### config.mk
export PLATFORM = sky130hd
export DESIGN_NAME = timer_mc
export DESIGN_NICKNAME = d
export VERILOG_FILES = /design/src/rtl/timer_mc.sv
export SDC_FILE = /design/constraint.sdc
export NUM_CORES = 1
export LEC_CHECK = 0
export ABC_CLOCK_PERIOD_IN_PS = 3250
export CORE_ASPECT_RATIO = 0.75
export CORE_MARGIN = 2
export CORE_UTILIZATION = 30
export CTS_CLUSTER_SIZE = 8
export DETAILED_ROUTE_END_ITERATION = 8
export PLACE_DENSITY = 0.5
export SYNTH_ARGS = -nofsm -noshare
export SYNTH_HDL_FRONTEND = slang
export SYNTH_SLANG_ARGS = --single-unit
### constraint.sdc
create_clock -name clk -period 3.25 [get_ports clk]
set_input_delay 0.4875 -clock clk [delete_from_list [all_inputs] [get_ports clk]]
set_output_delay 0.4875 -clock clk [all_outputs]
set_load 0.005 [all_outputs]
### src/rtl/timer_mc.sv
// timer_mc: multi-channel down-counting timer on the picorv32 native bus.
// CHANNELS independent counters share one prescaler. Each counter runs in
// one-shot or periodic auto-reload mode, sets a sticky STATUS bit on expiry
// and drives a level interrupt gated by IRQEN.
//
// Word map (mem_addr[7:2]):
//   0 PRESCALE, 1 STATUS (W1C), 2 IRQEN, 3 reserved,
//   4+4c CTRL_c {PERIODIC, EN}, 5+4c LOAD_c, 6+4c COUNT_c, 7+4c reserved.
// Anything unmapped reads 0 and ignores writes.

module timer_mc #(
    parameter int CHANNELS   = 4,
    parameter int WIDTH      = 32,
    parameter int PRESCALE_W = 16
) (
    input  logic                clk,
    input  logic                resetn,
    input  logic                enable,
    input  logic                mem_valid,
    input  logic                mem_instr,
    input  logic [3:0]          mem_wstrb,
    input  logic [31:0]         mem_wdata,
    input  logic [31:0]         mem_addr,
    output logic                mem_ready,
    output logic [31:0]         mem_rdata,
    output logic [CHANNELS-1:0] irq,
    output logic                irq_any
);

    // ------------------------------------------------------------------
    // Bus decode
    // ------------------------------------------------------------------
    localparam logic [5:0] W_PRESCALE = 6'd0;
    localparam logic [5:0] W_STATUS   = 6'd1;
    localparam logic [5:0] W_IRQEN    = 6'd2;

    logic        ready_reg;
    logic [31:0] rdata_reg;
    logic [31:0] read_val;
    logic        bus_req;
    logic        bus_wr;
    logic        bus_rd;
    logic [5:0]  word;
    logic [3:0]  ch_idx;
    logic [31:0] wmask;

    // A new access is only taken while not acknowledging the previous one,
    // so mem_ready is a single-cycle pulse per request.
    assign bus_req = mem_valid & enable & ~ready_reg;
    assign bus_wr  = bus_req & (|mem_wstrb);
    assign bus_rd  = bus_req & ~(|mem_wstrb);
    assign word    = mem_addr[7:2];

    // Channel slot for words 4..63; words 0..3 map to 15 and never match.
    assign ch_idx  = word[5:2] - 4'd1;

    // Byte-lane mask used to merge partial writes into stored registers.
    assign wmask   = {{8{mem_wstrb[3]}}, {8{mem_wstrb[2]}},
                      {8{mem_wstrb[1]}}, {8{mem_wstrb[0]}}};

    // Address bits outside [7:2], the instruction flag and the unused top
    // bits of wide bus vectors are intentionally ignored.
    logic unused_ok;
    assign unused_ok = &{1'b0, mem_instr, mem_addr[31:8], mem_addr[1:0],
                         wmask, mem_wdata};

    // ------------------------------------------------------------------
    // Shared prescaler
    // ------------------------------------------------------------------
    logic [PRESCALE_W-1:0] prescale_reg;
    logic [PRESCALE_W-1:0] pcnt_reg;
    logic                  tick;
    logic                  wr_prescale;

    assign wr_prescale = bus_wr && (word == W_PRESCALE);
    assign tick        = (pcnt_reg == prescale_reg);

    // PRESCALE register with per-byte write merge.
    always_ff @(posedge clk or negedge resetn) begin
        if (!resetn) begin
            prescale_reg <= '0;
        end else if (wr_prescale) begin
            prescale_reg <= (prescale_reg & ~wmask[PRESCALE_W-1:0]) |
                            (mem_wdata[PRESCALE_W-1:0] & wmask[PRESCALE_W-1:0]);
        end
    end

    // Prescale counter runs 0..PRESCALE; a PRESCALE write restarts the phase.
    always_ff @(posedge clk or negedge resetn) begin
        if (!resetn) begin
            pcnt_reg <= '0;
        end else if (wr_prescale || tick) begin
            pcnt_reg <= '0;
        end else begin
            pcnt_reg <= pcnt_reg + PRESCALE_W'(1);
        end
    end

    // ------------------------------------------------------------------
    // STATUS / IRQEN
    // ------------------------------------------------------------------
    logic [CHANNELS-1:0] status_reg;
    logic [CHANNELS-1:0] irqen_reg;
    logic [CHANNELS-1:0] status_clr;
    logic [CHANNELS-1:0] expire;
    logic [CHANNELS-1:0] en_vec;
    logic [CHANNELS-1:0] per_vec;
    logic [WIDTH-1:0]    load_vec  [CHANNELS];
    logic [WIDTH-1:0]    count_vec [CHANNELS];

    // At most 8 channels, so the W1C bits all live in byte lane 0.
    assign status_clr = (bus_wr && (word == W_STATUS) && mem_wstrb[0]) ?
                        mem_wdata[CHANNELS-1:0] : '0;

    // Sticky expiry flags: hardware set is applied after the W1C clear so a
    // coincident expiry is never lost.
    always_ff @(posedge clk or negedge resetn) begin
        if (!resetn) begin
            status_reg <= '0;
        end else begin
            status_reg <= (status_reg & ~status_clr) | expire;
        end
    end

    // Interrupt enable mask.
    always_ff @(posedge clk or negedge resetn) begin
        if (!resetn) begin
            irqen_reg <= '0;
        end else if (bus_wr && (word == W_IRQEN)) begin
            irqen_reg <= (irqen_reg & ~wmask[CHANNELS-1:0]) |
                         (mem_wdata[CHANNELS-1:0] & wmask[CHANNELS-1:0]);
        end
    end

    assign irq     = status_reg & irqen_reg;
    assign irq_any = |irq;

    // ------------------------------------------------------------------
    // Channels
    // ------------------------------------------------------------------
    for (genvar gi = 0; gi < CHANNELS; gi++) begin : g_ch
        localparam logic [5:0] W_CTRL  = 6'(4 + 4 * gi);
        localparam logic [5:0] W_LOAD  = 6'(5 + 4 * gi);
        localparam logic [5:0] W_COUNT = 6'(6 + 4 * gi);

        logic             en_reg;
        logic             periodic_reg;
        logic [WIDTH-1:0] load_reg;
        logic [WIDTH-1:0] count_reg;
        logic             wr_ctrl;
        logic             wr_load;
        logic             wr_count;
        logic             en_new;
        logic             per_new;
        logic             at_zero;
        logic             tick_ch;

        assign wr_ctrl  = bus_wr && (word == W_CTRL);
        assign wr_load  = bus_wr && (word == W_LOAD);
        assign wr_count = bus_wr && (word == W_COUNT);
        assign en_new   = mem_wstrb[0] ? mem_wdata[0] : en_reg;
        assign per_new  = mem_wstrb[0] ? mem_wdata[1] : periodic_reg;
        assign at_zero  = (count_reg == '0);

        // A bus write to CTRL or COUNT owns this channel for the cycle, so
        // the tick is not applied to it.
        assign tick_ch     = tick && en_reg && !wr_ctrl && !wr_count;
        assign expire[gi]  = tick_ch && at_zero;

        // CTRL: software write, or one-shot self-disable on expiry.
        always_ff @(posedge clk or negedge resetn) begin
            if (!resetn) begin
                en_reg       <= 1'b0;
                periodic_reg <= 1'b0;
            end else if (wr_ctrl) begin
                en_reg       <= en_new;
                periodic_reg <= per_new;
            end else if (expire[gi] && !periodic_reg) begin
                en_reg       <= 1'b0;
            end
        end

        // LOAD only feeds the next reload; a running count is untouched.
        always_ff @(posedge clk or negedge resetn) begin
            if (!resetn) begin
                load_reg <= '0;
            end else if (wr_load) begin
                load_reg <= (load_reg & ~wmask[WIDTH-1:0]) |
                            (mem_wdata[WIDTH-1:0] & wmask[WIDTH-1:0]);
            end
        end

        // COUNT: bus write, start-load on EN rising, else count down and
        // reload (periodic) or park at 0 (one-shot) on expiry.
        always_ff @(posedge clk or negedge resetn) begin
            if (!resetn) begin
                count_reg <= '0;
            end else if (wr_count) begin
                count_reg <= (count_reg & ~wmask[WIDTH-1:0]) |
                             (mem_wdata[WIDTH-1:0] & wmask[WIDTH-1:0]);
            end else if (wr_ctrl && !en_reg && en_new) begin
                count_reg <= load_reg;
            end else if (tick_ch) begin
                if (!at_zero) begin
                    count_reg <= count_reg - WIDTH'(1);
                end else if (periodic_reg) begin
                    count_reg <= load_reg;
                end
            end
        end

        assign en_vec[gi]    = en_reg;
        assign per_vec[gi]   = periodic_reg;
        assign load_vec[gi]  = load_reg;
        assign count_vec[gi] = count_reg;
    end

    // ------------------------------------------------------------------
    // Read path
    // ------------------------------------------------------------------

    // Read multiplexer; unmapped, reserved and absent channels give 0.
    always_comb begin
        read_val = '0;
        case (word)
            W_PRESCALE: read_val = 32'(prescale_reg);
            W_STATUS:   read_val = 32'(status_reg);
            W_IRQEN:    read_val = 32'(irqen_reg);
            default: begin
                for (int c = 0; c < CHANNELS; c++) begin
                    if (ch_idx == 4'(c)) begin
                        case (word[1:0])
                            2'd0:    read_val = 32'({per_vec[c], en_vec[c]});
                            2'd1:    read_val = 32'(load_vec[c]);
                            2'd2:    read_val = 32'(count_vec[c]);
                            default: read_val = '0;
                        endcase
                    end
                end
            end
        endcase
    end

    // Handshake: acknowledge one cycle after the request; rdata is only
    // non-zero in the acknowledge cycle of a read.
    always_ff @(posedge clk or negedge resetn) begin
        if (!resetn) begin
            ready_reg <= 1'b0;
            rdata_reg <= '0;
        end else begin
            ready_reg <= bus_req;
            rdata_reg <= bus_rd ? read_val : '0;
        end
    end

    assign mem_ready = ready_reg;
    assign mem_rdata = rdata_reg;

endmodule

==> results.ini <==
[floorplan]
ios = 111
die_w_um = 304
die-area_um2 = 69700
die_h_um = 229
initial_core_util_pct = 30.3
std_cell_rows = 82
core_area_um2 = 66900

[synth]
synth_area_leaders = dfrtp_1, mux2_2, nor2_1
synth_fp_nets = 2345
synth_cell_types = 78
async_reset_ff_share_pct = 100
synth_top_flop_cell = dfrtp_1
synthTopCellsByCount = dfrtp_1, nor2_1, nand2_1, a21oi_1, mux2_2
synthesis.area_um2 = 20300
synth.top_cell.area_share_pct = 41.6
synth_edf_count = 0
synth_area_leader_cell = dfrtp_1
avgSynthCellArea_um2 = 8.96
ys_ff_latch = 337
ys_warn_count = 0
yosysSeqAreaShare_pct = 41.6
synthCells = 2263
yosysMostFrequentCell = dfrtp_1

[place]
routabilityCongestion = 1.01
hpwlAfterDp_um = 69200
io_buffers = 83
place_ws_ns = -0.271
dpl.cell_count = 3418

[drt]
met3_length_um = 8950
drt_first_pass_iters = 8
viasPerCell = 5.92
drt-met1-wl_um = 43500
drtIter0Drc = 2530
drc_errors = 0
wl_met2_um = 37000
routed_wl_um = 91700
ant_nets = 0
highest_layer = met4
vias = 20558
routedWlPerCell_um = 26.4

[power_and_ir_drop]
leakage_nw = 11.5
powerDensity_nw_per_um2 = 476
vdd_drop_max_v = 0.000426

[timing]
fin_crit_ns = 3.18
clock_skew_ns = 0.0275
max_slew_margin_pct = 30.7
rsz0062_at_grt = yes
period_share_pct = 97.8
slew_violations = 0
setup-violations-final = 0
finalHoldViolCount = 0
max_freq_mhz = 315
final.setup.worst_slack_ns = 0.0730
worst_slew_pin_slew_ns = 1.04

[final_layout]
multi_input_area_um2 = 11200
fin_util_pct = 38.8
areaGrowthSynthToFinish_pct = 28.1
drive_gt1_share_pct = 23.7
final_nets = 2669
stdcell_count = 3473
fillCellCount = 6694
seq_area_um2 = 8430

[setup_path]
critPathMaxStageDelay_ns = 0.57
critPathMaxFanout = 8
worstPathArrival_ns = 3.66
path_depth = 9
cp-start-kind = register
path_cells = or4_1, or4_4, or4_1, nor2_1, o21a_2, buf_4, nor2_1, buf_4, o2bb2a_1
path_class = register to register
worstPathRequired_ns = 3.73
worstRegToRegCells = 9
crit_path_top_delay_cell = or4_1
cp-end-kind = register
path_delay_family = simple AND/OR/NAND/NOR gates
critPathBufInv = 2

[cts]
htreeDepth = 2
post_cts_buffers = 0
path_clk_slew_ns = 0.05
cts_sinks = 337
root_buffer = clkbuf_16
clk_latency_ns = 0.61
cts_buffers = 48
tritoncts = done
clockBufferDepth = 3

[outcome]
status = finished clean

[global_routing]
grt_pass1_vias = 19730
gr-usage-all-layers_pct = 25.9
grt_max_degree = 77
gr-total-overflow = 0
grt_pass1_wl_um = 136000
antenna_found_initial = 4

[run]
cap_violations = 0

[worst_hold_path]
hp-class = primary input to async pin

worst paths after layout:
check,endpoint,start,slack [ns]
setup / recovery,register,register,0.07
hold / removal,async pin,resetn,0.44
setup reg to reg,register,register,0.07
hold reg to reg,register,register,0.52
max in group asynchronous,async pin,resetn,1.94
min in group clk,register,register,0.52
report_power, final:
part / leakage [nW] / switching (W) / internal, W
combinational: 6.24 / 0.00160 / 0.00119
clock: 0.618 / 0.00198 / 0.00261
sequential: 4.60 / 0.000460 / 0.00452
total: 11.5 / 0.00404 / 0.00832
layout by cell type, fill, tap and decap left out, drive strengths merged, types with 8 or more instances in the layout:
master / Yosys / layout
a221oi: 18 / 18
or3: 34 / 34
clkbuf: 132 / 49
a2bb2oi: 10 / 10
a22o: 21 / 21
o21ai: 129 / 129
o221ai: 10 / 10
mux2i: 20 / 20
and3: 14 / 14
xnor2: 45 / 45
o211ai: 11 / 11
o22ai: 60 / 60
a21oi: 163 / 163
nand2b: 8 / 8
nor2b: 8 / 8
and2: 14 / 14
mux2: 156 / 156
or4: 25 / 25
xor2: 41 / 41
buf: 33 / 357
a31oi: 20 / 20
nand2: 205 / 205
nand4: 28 / 28
a211oi: 23 / 23
a22oi: 87 / 87
a221o: 16 / 16
o311ai: 13 / 13
clkdlybuf4s50: 0 / 81
ha: 9 / 9
or2: 11 / 11
nor4: 48 / 48
inv: 21 / 23
nor3: 64 / 64
nand3: 64 / 64
o31ai: 17 / 17
nor2: 246 / 246
dfrtp: 337 / 337
kinds of logic after synthesis:
kind of cell / after synthesis / synth area share, %
AOI/OAI and AO/OA: 670 / 21.8
DFF: 337 / 41.6
muxes: 176 / 9.65
buffers and inverters: 187 / 3.72
xor gates and xnor gates: 86 / 3.71
and+or+nand+nor: 798 / 19.0
adders and majority gates: 9 / 0.555
area by class of cell:
type                            instances  area share, %
Clock buffer                           49           4.64
Inverter                               22          0.318
Multi-Input combinational cell       1739           43.0
Antenna cell                            1        0.00963
Sequential cell                       337           32.5
Clock inverter                          4          0.207
Tap cell                              882           4.25
Timing Repair Buffer                  439           15.1
worst reg2reg max path: cells and delay by family (launching register included):
kind            cells  cell delay (ns)
simple gates        5             1.82
compound gates      2             0.54
flops               1             0.38
buf+inv             2             0.32
stage by stage:
step	hold slack (ns)	area (um2)	setup TNS (ns)	power, W
after floorplan	0.192	20300	0	0.00652
after global placement	0.490	24700	-6.24	0.00771
after detailed placement	0.494	24700	-6.67	0.00776
after CTS	0.465	26000	0	0.0124
after global routing	0.504	26000	-0.0153	0.0129
final	0.442	26000	0	0.0124
layer usage:
metal | track usage (%) | vias up
met5 | 0 | -
met4 | 6.44 | 0
met3 | 5.84 | 129
met2 | 35.9 | 1012
met1 | 39.9 | 10305
li1 | - | 9112
what timing repair did:
action | CTS | global route
endpoints found under the hold margin | 52 | 0
setup endpoints to repair | 4 | 6
gates resized for setup | 2 | 4
hold buffers | 1 | 0
Note: power is estimated with default switching activity, not from simulation.
